--- src/rtl/fb_mm_arbiter_if.sv ---
// Frame-buffer arbiter bus bundle: scanout host, draw host and the shared
// Avalon-MM agent port. The slave modport is the arbiter's view; the master
// modport is the view of the surrounding hosts plus agent.
interface fb_mm_arbiter_if #(
  parameter int unsigned ADDR_W = 20
);
  // Scanout host (read-only)
  logic [ADDR_W-1:0] scan_address;
  logic              scan_read;
  logic [15:0]       scan_readdata;
  logic              scan_waitrequest;
  // Draw host (read/write)
  logic [ADDR_W-1:0] draw_address;
  logic              draw_read;
  logic              draw_write;
  logic [15:0]       draw_writedata;
  logic [1:0]        draw_byteenable;
  logic [15:0]       draw_readdata;
  logic              draw_waitrequest;
  // Shared agent port
  logic [ADDR_W-1:0] mm_address;
  logic              mm_read;
  logic              mm_write;
  logic [15:0]       mm_writedata;
  logic [1:0]        mm_byteenable;
  logic [15:0]       mm_readdata;
  logic              mm_waitrequest;

  modport slave (
    input  scan_address, scan_read,
    output scan_readdata, scan_waitrequest,
    input  draw_address, draw_read, draw_write, draw_writedata, draw_byteenable,
    output draw_readdata, draw_waitrequest,
    output mm_address, mm_read, mm_write, mm_writedata, mm_byteenable,
    input  mm_readdata, mm_waitrequest
  );

  modport master (
    output scan_address, scan_read,
    input  scan_readdata, scan_waitrequest,
    output draw_address, draw_read, draw_write, draw_writedata, draw_byteenable,
    input  draw_readdata, draw_waitrequest,
    input  mm_address, mm_read, mm_write, mm_writedata, mm_byteenable,
    output mm_readdata, mm_waitrequest
  );
endinterface

--- src/rtl/fb_mm_arbiter.sv ---
// Two-host arbiter for the 16-bit frame-buffer Avalon-MM agent port.
// Scanout has fixed priority; after MAX_SCAN_RUN consecutive scan grants with
// draw pending, draw is forced one grant. Every transfer costs one idle
// (arbitration) cycle plus the agent's wait cycles.
// Optional statistics counters: define FB_ARB_STATS_EN.
module fb_mm_arbiter #(
  parameter int unsigned MAX_SCAN_RUN = 8,
  parameter int unsigned ADDR_W       = 20
) (
  input  logic             clk,
  input  logic             reset_n,
  fb_mm_arbiter_if.slave   bus
`ifdef FB_ARB_STATS_EN
  ,
  output logic [31:0]      scan_xfer_count,
  output logic [31:0]      draw_xfer_count,
  output logic [31:0]      draw_stall_cycles
`endif
);

  typedef enum logic [1:0] {
    GR_IDLE,
    GR_SCAN,
    GR_DRAW
  } gr_state_t;

  gr_state_t  state;
  logic [7:0] run_cnt;
  logic       draw_req;

  assign draw_req = bus.draw_read | bus.draw_write;

  // Grant FSM: arbitrate in idle, hold grant until completion or request drop
  always_ff @(posedge clk or negedge reset_n) begin
    if (!reset_n) begin
      state   <= GR_IDLE;
      run_cnt <= '0;
    end else begin
      case (state)
        GR_IDLE: begin
          if (bus.scan_read && !(draw_req && run_cnt == 8'(MAX_SCAN_RUN))) begin
            state   <= GR_SCAN;
            run_cnt <= draw_req ? run_cnt + 8'd1 : '0;
          end else if (draw_req) begin
            state   <= GR_DRAW;
            run_cnt <= '0;
          end
        end
        GR_SCAN: begin
          if (!bus.scan_read || !bus.mm_waitrequest) state <= GR_IDLE;
        end
        GR_DRAW: begin
          if (!draw_req || !bus.mm_waitrequest) state <= GR_IDLE;
        end
        default: state <= GR_IDLE;
      endcase
    end
  end

  // Route the granted host straight through to the agent port
  always_comb begin
    bus.scan_readdata    = bus.mm_readdata;
    bus.draw_readdata    = bus.mm_readdata;
    bus.scan_waitrequest = 1'b1;
    bus.draw_waitrequest = 1'b1;
    bus.mm_address       = {ADDR_W{1'b0}};
    bus.mm_read          = 1'b0;
    bus.mm_write         = 1'b0;
    bus.mm_writedata     = '0;
    bus.mm_byteenable    = '0;
    case (state)
      GR_SCAN: begin
        bus.mm_address       = bus.scan_address;
        bus.mm_read          = bus.scan_read;
        bus.mm_byteenable    = 2'b11;
        bus.scan_waitrequest = bus.mm_waitrequest;
      end
      GR_DRAW: begin
        bus.mm_address       = bus.draw_address;
        // read+write together is treated as a write
        bus.mm_read          = bus.draw_read & ~bus.draw_write;
        bus.mm_write         = bus.draw_write;
        bus.mm_writedata     = bus.draw_writedata;
        bus.mm_byteenable    = bus.draw_byteenable;
        bus.draw_waitrequest = bus.mm_waitrequest;
      end
      default: ;
    endcase
  end

`ifdef FB_ARB_STATS_EN
  // Transfer and draw-stall counters, free-running modulo 2^32
  always_ff @(posedge clk or negedge reset_n) begin
    if (!reset_n) begin
      scan_xfer_count   <= '0;
      draw_xfer_count   <= '0;
      draw_stall_cycles <= '0;
    end else begin
      if (state == GR_SCAN && bus.scan_read && !bus.mm_waitrequest)
        scan_xfer_count <= scan_xfer_count + 32'd1;
      if (state == GR_DRAW && draw_req && !bus.mm_waitrequest)
        draw_xfer_count <= draw_xfer_count + 32'd1;
      if (draw_req && bus.draw_waitrequest)
        draw_stall_cycles <= draw_stall_cycles + 32'd1;
    end
  end
`else
  // Statistics disabled: no counters, arbitration unchanged.
`endif

endmodule

--- src/flat_wrapper.sv ---
// flat-port wrapper written by rule: the top's interface ports become plain ports
module fb_mm_arbiter_flat 
#(
  parameter int unsigned MAX_SCAN_RUN = 8,
  parameter int unsigned ADDR_W       = 20
)
  (clk, reset_n, bus_scan_address, bus_scan_read, bus_scan_readdata, bus_scan_waitrequest, bus_draw_address, bus_draw_read, bus_draw_write, bus_draw_writedata, bus_draw_byteenable, bus_draw_readdata, bus_draw_waitrequest, bus_mm_address, bus_mm_read, bus_mm_write, bus_mm_writedata, bus_mm_byteenable, bus_mm_readdata, bus_mm_waitrequest);
  fb_mm_arbiter_if #(.ADDR_W(ADDR_W)) bus_i ();
  input  logic clk;
  input  logic reset_n;
  input wire logic [$bits(bus_i.scan_address)-1:0] bus_scan_address;
  input wire logic [$bits(bus_i.scan_read)-1:0] bus_scan_read;
  output wire logic [$bits(bus_i.scan_readdata)-1:0] bus_scan_readdata;
  output wire logic [$bits(bus_i.scan_waitrequest)-1:0] bus_scan_waitrequest;
  input wire logic [$bits(bus_i.draw_address)-1:0] bus_draw_address;
  input wire logic [$bits(bus_i.draw_read)-1:0] bus_draw_read;
  input wire logic [$bits(bus_i.draw_write)-1:0] bus_draw_write;
  input wire logic [$bits(bus_i.draw_writedata)-1:0] bus_draw_writedata;
  input wire logic [$bits(bus_i.draw_byteenable)-1:0] bus_draw_byteenable;
  output wire logic [$bits(bus_i.draw_readdata)-1:0] bus_draw_readdata;
  output wire logic [$bits(bus_i.draw_waitrequest)-1:0] bus_draw_waitrequest;
  output wire logic [$bits(bus_i.mm_address)-1:0] bus_mm_address;
  output wire logic [$bits(bus_i.mm_read)-1:0] bus_mm_read;
  output wire logic [$bits(bus_i.mm_write)-1:0] bus_mm_write;
  output wire logic [$bits(bus_i.mm_writedata)-1:0] bus_mm_writedata;
  output wire logic [$bits(bus_i.mm_byteenable)-1:0] bus_mm_byteenable;
  input wire logic [$bits(bus_i.mm_readdata)-1:0] bus_mm_readdata;
  input wire logic [$bits(bus_i.mm_waitrequest)-1:0] bus_mm_waitrequest;
  assign bus_i.scan_address = bus_scan_address;
  assign bus_i.scan_read = bus_scan_read;
  assign bus_scan_readdata = bus_i.scan_readdata;
  assign bus_scan_waitrequest = bus_i.scan_waitrequest;
  assign bus_i.draw_address = bus_draw_address;
  assign bus_i.draw_read = bus_draw_read;
  assign bus_i.draw_write = bus_draw_write;
  assign bus_i.draw_writedata = bus_draw_writedata;
  assign bus_i.draw_byteenable = bus_draw_byteenable;
  assign bus_draw_readdata = bus_i.draw_readdata;
  assign bus_draw_waitrequest = bus_i.draw_waitrequest;
  assign bus_mm_address = bus_i.mm_address;
  assign bus_mm_read = bus_i.mm_read;
  assign bus_mm_write = bus_i.mm_write;
  assign bus_mm_writedata = bus_i.mm_writedata;
  assign bus_mm_byteenable = bus_i.mm_byteenable;
  assign bus_i.mm_readdata = bus_mm_readdata;
  assign bus_i.mm_waitrequest = bus_mm_waitrequest;
  fb_mm_arbiter #(.MAX_SCAN_RUN(MAX_SCAN_RUN), .ADDR_W(ADDR_W)) u_core (.clk(clk), .reset_n(reset_n), .bus(bus_i));
endmodule
--- config.mk ---
export PLATFORM = sky130hd
export DESIGN_NAME = fb_mm_arbiter_flat
export DESIGN_NICKNAME = d
export VERILOG_FILES = /design/src/rtl/fb_mm_arbiter_if.sv /design/src/rtl/fb_mm_arbiter.sv /design/src/flat_wrapper.sv
export SDC_FILE = /design/constraint.sdc
export NUM_CORES = 1
export LEC_CHECK = 0
export ABC_AREA = 1
export CAP_MARGIN = 20
export CORE_MARGIN = 5
export CORE_UTILIZATION = 29
export CTS_CLUSTER_SIZE = 30
export DETAILED_ROUTE_END_ITERATION = 12
export PLACE_DENSITY = 0.87
export SLEW_MARGIN = 20
export SYNTH_ARGS = -nofsm -noshare
export SYNTH_HDL_FRONTEND = slang
export SYNTH_SLANG_ARGS = --single-unit
export TNS_END_PERCENT = 30
--- constraint.sdc ---
create_clock -name clk -period 1.5 [get_ports clk]
set_input_delay 0.3 -clock clk [delete_from_list [all_inputs] [get_ports clk]]
set_output_delay 0.3 -clock clk [all_outputs]
set_load 0.03 [all_outputs]
==> results of run 1 <==
-- state kept, by name, summed over array words and instances (netlist names) --
name and flops:
u_core.run_cnt 8, u_core.state 2
-- routing by layer --
metal | vias up | part of all wire, %
met2 | 99 | 54
met4 | 0 | 1.5
li1 | 883 | -
met1 | 838 | 35
met5 | - | 0
met3 | 9 | 10
-- power breakdown --
group,switching (mW),internal (mW)
sequential,0.0522,0.324
combinational,2.53,2.16
clock,0.0993,0.175
-- synthesized netlist by cell type (all sizes together), types with 2 or more instances --
library cell	n	area, µm²
a21oi	23	115.1
buf	38	270.3
clkbuf	3	11.26
dfrtp	10	250.2
ha	5	62.56
inv	41	153.9
nand2	82	307.8
nand3	9	45.04
nand4	5	46.29
nor2	13	63.81
o21ai	2	10.01
o21bai	8	60.06
-- final timing paths --
kind                       cells past startpoint  slack (ns)                    to         startpoint
setup / recovery                               6       -0.32  bus_mm_byteenable[1]    u_core.state[1]
hold / removal                                 1        0.39     u_core.run_cnt[2]            reset_n
setup reg to reg                               9        0.08       u_core.state[1]    u_core.state[1]
hold reg to reg                                1        0.48     u_core.run_cnt[0]  u_core.run_cnt[0]
max in group asynchronous                      1        0.79     u_core.run_cnt[0]            reset_n
min in group clk                               1        0.48     u_core.run_cnt[0]  u_core.run_cnt[0]
-- cell families after synthesis --
kind of cell,after synthesis,synth area share (%)
AND/OR/NAND/NOR,109,32.31
flip-flops,10,17.47
adder cells (fa/ha/maj),5,4.367
AO/OA/AOI/OAI,34,14.24
buffers and inverters,82,30.39
XOR/XNOR,2,1.223
-- cell type report --
type	count	area [µm²]	area share [%]
Tap cell	67	83.83	2.781
Inverter	41	160.2	5.313
Sequential cell	10	250.2	8.302
Clock buffer	3	41.29	1.370
Timing Repair Buffer	126	1408	46.70
Multi-Input combinational cell	150	1071	35.53
-- stage by stage --
stage	instance area, µm²	hold WS (ns)	power (mW)
finish	3014	0.3876	5.342
global route	3014	0.4275	5.621
CTS	2864	0.3965	4.877
detailed placement	2600	0.4836	4.132
global placement	2600	0.4704	4.060
floorplan	1734	0.004409	3.025
-- what timing repair did --
action | CTS | global route
endpoints found under the setup margin | 42 | 52
gates cloned | 1 | 3
setup buffers | 2 | 2
gates resized for setup | 50 | 23
pin swaps | 0 | 2
==> metrics.md, run 1 <==
| Metric | Value |
|---|---|
| Run status | finished, violations left |
| Failing checks | setup timing |
| Vias | 1829 |
| Seq/Total Area, Yosys | 17.47% |
| Fmax | 549.4 MHz |
| IO buf count | roughly 110 |
| Ys flop type | dfrtp_1 |
| Crit-path leading delay family | buffers and inverters |
| Crit path DAT | 1.52 ns |
| Post-route ant nets | 0 |
| Clock latency on the worst-skew pair | 0.24 ns |
| Skew final | 0.001728 ns |
| Vias per Instance | 4.607 |
| Hold buffers post-CTS | 0 |
| Die height | between 80 and 90 µm |
| CP peak stage delay | 0.41 ns |
| HPWL after DPL | 4.392 mm |
| CTS max path bufs | 2 |
| Final nets | between 400 and 500 |
| GRT Total Usage | 16.33% |
| Remaining DRCs | 0 |
| GRT met3 Usage | 4.036% |
| Placed insts | 386 |
| Most frequent cells in the layout | nand2_1, clkdlybuf4s50_1, buf_6 |
| Tmin final | around 1.8 ns |
| WL final | 5.829 mm |
| Antenna cells | 0 |
| First-pass GRT wire length | 8.411 mm |
| Core ar. | 0.004755 mm² |
| Total Die Area | 0.006446 mm² |
| Warnings from Yosys | 0 |
| Critical Path RT | 1.20 ns |
| Avg Cell Area, Syn | ~5.9 µm² |
| Initial antenna violation count | 0 |
| DR iter-0 viols | 49 |
| Fillers | about 380 |
| FP Rows | 25 |
| RSZ-0062 raised after global routing | true |
| I/O Pins | 154 |
| Vias in the first global route | around 1.8k |
| Synthesis-to-layout area growth | 110.4% |
| Pre-CTS setup slack | -0.1137 ns |
| Final Wtd Congestion | 0.7739 |
| Syn nets | 327 |
| CTS sink cnt | 10 |
| Hold Path Class | in -> async |
| Critical path class | reg -> out |
| Period utilization | 121.3% |
| Clk slew on worst S/H paths | around 0.040 ns |
| Largest net degree at the start of global routing | 23 |
| Worst Path Buf+Inv | 4 |
| Pre-antenna DRT Iters | 6 |
| GRT busiest layer | met2 |
| Met2 usage | a little under a third |
| Final worst setup slack | -0.3202 ns |
| Fraction of layout instances using a drive strength above 1 | 36.36% |
| Pwr/cell area | around 1800 mW/mm² |
| Synth cell types | 19 |
| Yosys reg bits | 10 |
| Setup crit start kind | flop |
| Most common cell after layout, fill and taps aside | nand2_1 |
| Worst-path maximum fanout | 6 |
| Crit-path slowest cell | dfrtp_1 |
| VDD IR max | 1.029 mV |
| Rel. slew slack | approximately 69% |
| Gate count after technology mapping | 242 |
| Leak | 1.328 nW |
| Initial Utilization | around 30% |
| Area of the mapped netlist | ~0.0014 mm² |
| Asr flop ratio synth | 100.0% |
| Worst-Margin Slew | 0.4682 ns |
| Util after Layout | a little under two thirds |
| M1 GR Usage | about 17% |
| Non-Filler Instances | approximately 400 |
| CP endpoint kind | primary output |
| Final setup viols | 42 |
| TritonCTS clock tree | done |
| Htree depth | 1 |
| Total gr overflow | 0 |
| Root Buffer Master | clkbuf_8 |
| Number of flops mapped to enable cells by yosys | 0 |
| Critical path cell sequence | inv_2, ha_4, buf_12, clkinvlp_4, a21oi_4, buf_6 |
| Fin. Hold Viols | 0 |
| Slew Limit Fails | 0 |
| Die W | between 80 and 90 µm |
| Max-Cap Viols | 0 |
| Cts bufs inserted | 3 |
| WL/cell | 14.68 µm |
| Setup TNS | -11.68 ns |
Power figures use the tool's default switching activity.
==> inputs of run 2 (changes only) <==
--- a/config.mk
+++ b/config.mk
@@ -9,9 +9,11 @@
 export CAP_MARGIN = 20
 export CORE_MARGIN = 5
 export CORE_UTILIZATION = 29
+export CTS_BUF_LIST = sky130_fd_sc_hd__clkbuf_4 sky130_fd_sc_hd__clkbuf_8
 export CTS_CLUSTER_SIZE = 30
 export DETAILED_ROUTE_END_ITERATION = 12
 export PLACE_DENSITY = 0.87
+export REMOVE_ABC_BUFFERS = 1
 export SLEW_MARGIN = 20
 export SYNTH_ARGS = -nofsm -noshare
 export SYNTH_HDL_FRONTEND = slang
==> metrics.md, run 2 (synthesis results as in run 1) <==
| Metric | Value |
|---|---|
| Run status | finished, violations left |
| Failing checks | setup timing |
| Clock latency on the worst-skew pair | 0.24 ns |
| Tmin final | 1.861 ns |
| Post-route ant nets | 0 |
| Multi-input logic area | 0.001076 mm² |
| WL final | 7.147 mm |
| Max-Cap Viols | 0 |
| Hold Path Class | in -> async |
| Critical path class | reg -> out |
| VDD IR max | 1.366 mV |
| Initial antenna violation count | 0 |
| IO buf count | 105 |
| I/O Pins | 154 |
| Placed insts | just under 400 |
| Htree depth | 1 |
| GRT Total Usage | approximately a fifth |
| Leak | 1.368 nW |
| Synthesis-to-layout area growth | 112.8% |
| Vias per Instance | 4.761 |
| Register area | 250.2 µm² |
| Clk slew on worst S/H paths | approximately 0.060 ns |
| Fraction of layout instances using a drive strength above 1 | 45.02% |
| Placed cell areas | 0.002308 mm² |
| FP Rows | 25 |
| Final nets | 417 |
| Final worst setup slack | -0.3612 ns |
| Critical Path RT | 1.20 ns |
| Worst-Margin Slew | 0.4928 ns |
| HPWL after DPL | 4.544 mm |
| Initial Utilization | a little under a third |
| Top flop regs | u_core.run_cnt (8), u_core.state (2) |
| Vias | 1895 |
| Critical R2R Capture | u_core.state[1] |
| DR iter-0 viols | 38 |
| Crit path DAT | 1.56 ns |
| Most frequent cells in the layout | clkdlybuf4s50_1, nand2_1, buf_6 |
| Fillers | roughly 370 |
| Vias in the first global route | 1950 |
| Worst-path maximum fanout | 8 |
| RSZ-0062 raised after global routing | true |
| Total Die Area | 0.006446 mm² |
| TritonCTS clock tree | done |
| Cts bufs inserted | 3 |
| Final Wtd Congestion | 0.7726 |
| Final setup viols | 44 |
| CTS sink cnt | 10 |
| Overall Power | 5.456 mW |
| Core ar. | around 0.0048 mm² |
| Util after Layout | 64.11% |
| Design area | 0.003048 mm² |
| Rel. slew slack | 67.04% |
| WL/cell | ~18 µm |
| Fmax | roughly 540 MHz |
| First-pass GRT wire length | 9.846 mm |
| Die height | around 80 µm |
| Pre-antenna DRT Iters | 5 |
| Reg2Reg Depth | 10 |
| Fin. Hold Viols | 0 |
| Die W | approximately 80 µm |
| Skew final | approximately 0.0052 ns |
| Setup TNS | -12.50 ns |
| Largest net degree at the start of global routing | 19 |
| Biggest register | u_core.run_cnt |
| Reg-to-reg startpoint | u_core.state[1] |
| Pwr/cell area | 1790 mW/mm² |
| Remaining DRCs | 0 |
| Setup crit start kind | flop |
| Reg2reg setup slack | -0.06 ns |
| CP endpoint kind | primary output |
| Non-Filler Instances | around 400 |
| Root Buffer Master | clkbuf_8 |
| Antenna cells | 0 |
| Total gr overflow | 0 |
| CTS max path bufs | 2 |
| Most common cell after layout, fill and taps aside | clkdlybuf4s50_1 |
| Max FFs per register | 8 |
| Slew Limit Fails | 0 |
| Period utilization | 124.1% |
## run 2: changes by cell type in the layout (fill, tap and decap cells not counted), sizes merged
cell	previous run	this run
buf	60	61
## run 2: metal layers
layer,global-route usage (%),wire (µm),up-vias
li1,-,-,881
met1,21.09,2574,889
met5,0.9091,0,-
met4,3.885,100,0
met3,11.21,770,10
met2,34.69,3701,115
## run 2: worst max path at each step
stage                    endpoint  depth (start not counted)  slack (ns)            start
5_1_grt         bus_mm_address[3]                          7       -0.41  u_core.state[0]
2_1_floorplan         bus_mm_read                          4       -0.71  u_core.state[0]
4_1_cts        bus_mm_address[12]                          7       -0.31  u_core.state[0]
3_5_place_dp   bus_mm_address[15]                          6       -0.12  u_core.state[0]
3_3_place_gp   bus_mm_address[15]                          6        -0.1  u_core.state[0]
6_report        bus_mm_address[3]                          7       -0.36  u_core.state[0]
## run 2: report_power, final
group,internal [mW],switching (mW),leakage [nW]
clock,0.232,0.124,0.0288
combinational,2.13,2.60,1.20
sequential,0.323,0.0510,0.136
total,2.68,2.77,1.37
## run 2: layout make-up
cell class,count,share of cell area [%]
timing repair buffer,126,46.59
multi-input combinational,150,35.30
sequential,10,8.210
inverter,41,5.337
tap,67,2.750
clock buffer,4,1.806
## run 2: worst max-delay path: stages, from the launching register on
cell	delay, ns
dfrtp_1	0.40
inv_2	0.12
ha_4	0.19
buf_6	0.14
buf_16	0.13
nand2_4	0.05
a21oi_2	0.14
buf_6	0.15
## run 2: what timing repair did
item | 4_1_cts | 5_1_grt
setup buffers | 3 | 1
gates resized for setup | 102 | 54
setup endpoints to repair | 42 | 44
cloned | 4 | 2
hold buffers | 0 | 0
pin swaps | 10 | 13
## run 2: stage by stage
step	setup WS [ns]	hold WS [ns]
4_1_cts	-0.3143	0.4059
6_report	-0.3612	0.3922
2_1_floorplan	-0.7139	0.004409
3_3_place_gp	-0.09735	0.4702
3_5_place_dp	-0.1244	0.4834
5_1_grt	-0.4120	0.4339
==> inputs of run 3 (changes only) <==
==> constraint.sdc (replaced) <==
create_clock -name clk -period 1.5 [get_ports clk]
set_input_delay 0.15 -clock clk [delete_from_list [all_inputs] [get_ports clk]]
set_output_delay 0.15 -clock clk [all_outputs]
set_load 0.03 [all_outputs]
==> metrics.md, run 3 (synthesis results as in run 1) <==
| Metric | Value |
|---|---|
| Period utilization | 113.0% |
| Initial antenna violation count | 1 |
| Crit path DAT | 1.54 ns |
| Max FFs per register | 8 |
| Fraction of layout instances using a drive strength above 1 | between 30% and 40% |
| Sequential Power Share | 7.3% |
| Slew Limit Fails | 0 |
| Failing checks | setup timing |
| Fin. Hold Viols | 0 |
| Top flop regs | u_core.run_cnt (8), u_core.state (2) |
| TritonCTS clock tree | done |
| Fmax | 590.2 MHz |
| Switching Fraction | roughly half |
| IO buf count | approximately 110 |
| Vias per Instance | between 4 and 5 |
| Final setup viols | 41 |
| Root Buffer Master | clkbuf_8 |
| DR iter-0 viols | 66 |
| Setup TNS | -4.262 ns |
| WL final | between 6 and 7 mm |
| Clock power share | under 10% |
| Total Die Area | 0.006446 mm² |
| Pre-CTS setup slack | -0.01473 ns |
| Design area | 0.002849 mm² |
| Setup crit start kind | flop |
| Worst-path maximum fanout | 10 |
| Non-Filler Instances | ~400 |
| WL/cell | roughly 17 µm |
| Vias | 1848 |
| Overall Power | 5.103 mW |
| Largest net degree at the start of global routing | 20 |
| Critical path class | reg -> out |
| Final Wtd Congestion | 0.8259 |
| Final worst setup slack | -0.1943 ns |
| CTS sink cnt | 10 |
| Die height | around 80 µm |
| Hold Path Class | in -> async |
| Clk slew on worst S/H paths | 0.05 ns |
| Switching pwr | 2.521 mW |
| Most common cell after layout, fill and taps aside | nand2_1 |
| Skew final | roughly 0.0033 ns |
| Pwr/cell area | 1791 mW/mm² |
| Remaining DRCs | 0 |
| Reg2reg setup slack | 0.03 ns |
| Leak | about 1.3 nW |
| CTS max path bufs | 2 |
| Tmin final | 1.694 ns |
| Vias in the first global route | 1878 |
| Most frequent cells in the layout | nand2_1, clkdlybuf4s50_1, buf_6 |
| Post-route ant nets | 0 |
| Hold buffers post-CTS | 0 |
| Placed cell areas | approximately 0.0023 mm² |
| Clock latency on the worst-skew pair | 0.24 ns |
| Core ar. | around 0.0048 mm² |
| Cts bufs inserted | 3 |
| Placed insts | between 300 and 400 |
| Max-Cap Viols | 0 |
| Total gr overflow | 0 |
| Initial Utilization | 30.13% |
| Internal cell power | 2.581 mW |
| Critical Path RT | 1.35 ns |
| Hold_ws | 0.2465 ns |
| HPWL after DPL | 4.432 mm |
| Util after Layout | 59.92% |
| Htree depth | 1 |
| FP Rows | 25 |
| Pre-antenna DRT Iters | 4 |
| Die W | between 80 and 90 µm |
| Final nets | between 400 and 500 |
| Biggest register | u_core.run_cnt |
| RSZ-0062 raised after global routing | true |
| I/O Pins | 154 |
| CP endpoint kind | primary output |
| VDD IR max | around 1.4 mV |
| Run status | finished, violations left |
| Combinational power share | 85.9% |
| Rel. slew slack | about 67% |
| Worst-Margin Slew | approximately 0.49 ns |
| GRT Total Usage | 18.02% |
| Synthesis-to-layout area growth | 98.86% |
| First-pass GRT wire length | 9.032 mm |
## run 3: metal layers
layer,GRT usage [%],vias to the layer above,part of all wire [%]
met5,5.455,-,0
met4,5.405,0,2.7
met3,9.753,12,11
met2,29.72,112,49
met1,19.42,852,38
li1,-,872,-
## run 3: power by group through the flow
| stage | Clock (mW) | Sequential [mW] | Combinational [mW] |
|---|---|---|---|
| after floorplan | 0 | 0.361 | 1.61 |
| final | 0.346 | 0.372 | 4.38 |
| after CTS | 0.353 | 0.368 | 3.49 |
| after global placement | 0 | 0.369 | 2.82 |
| after detailed placement | 0 | 0.372 | 2.86 |
| after global routing | 0.379 | 0.376 | 4.63 |
## run 3: cell type report
type	count	area (µm²)
tap	67	83.83
clock buffer	4	55.05
antenna	1	2.502
sequential	10	250.2
inverter	41	158.9
fill	389	1906
timing repair buffer	121	1365
multi-input combinational	150	933.4
## run 3: repair_timing
item / CTS / global route
setup buffers: 4 / 1
endpoints found under the setup margin: 42 / 43
resized for setup: 42 / 59
pin swaps: 0 / 7
cloned: 1 / 5
## run 3: worst max-delay path: stages, from the launching register on
cell and delay, ns:
dfrtp_1 0.42, inv_2 0.12, ha_4 0.19, buf_12 0.14, nand2_1 0.11, a21oi_4 0.18
buf_6 0.15
## run 3: path summary, 6_finish.rpt
check | from | depth (start not counted) | endpoint
min in group clk | bus_mm_readdata[14] | 0 | bus_scan_readdata[14]
min | reset_n | 1 | u_core.run_cnt[3]
max in group asynchronous | reset_n | 1 | u_core.state[0]
max reg2reg | u_core.state[1] | 9 | u_core.state[0]
max | u_core.state[1] | 6 | bus_mm_address[18]
min reg2reg | u_core.run_cnt[0] | 1 | u_core.run_cnt[0]
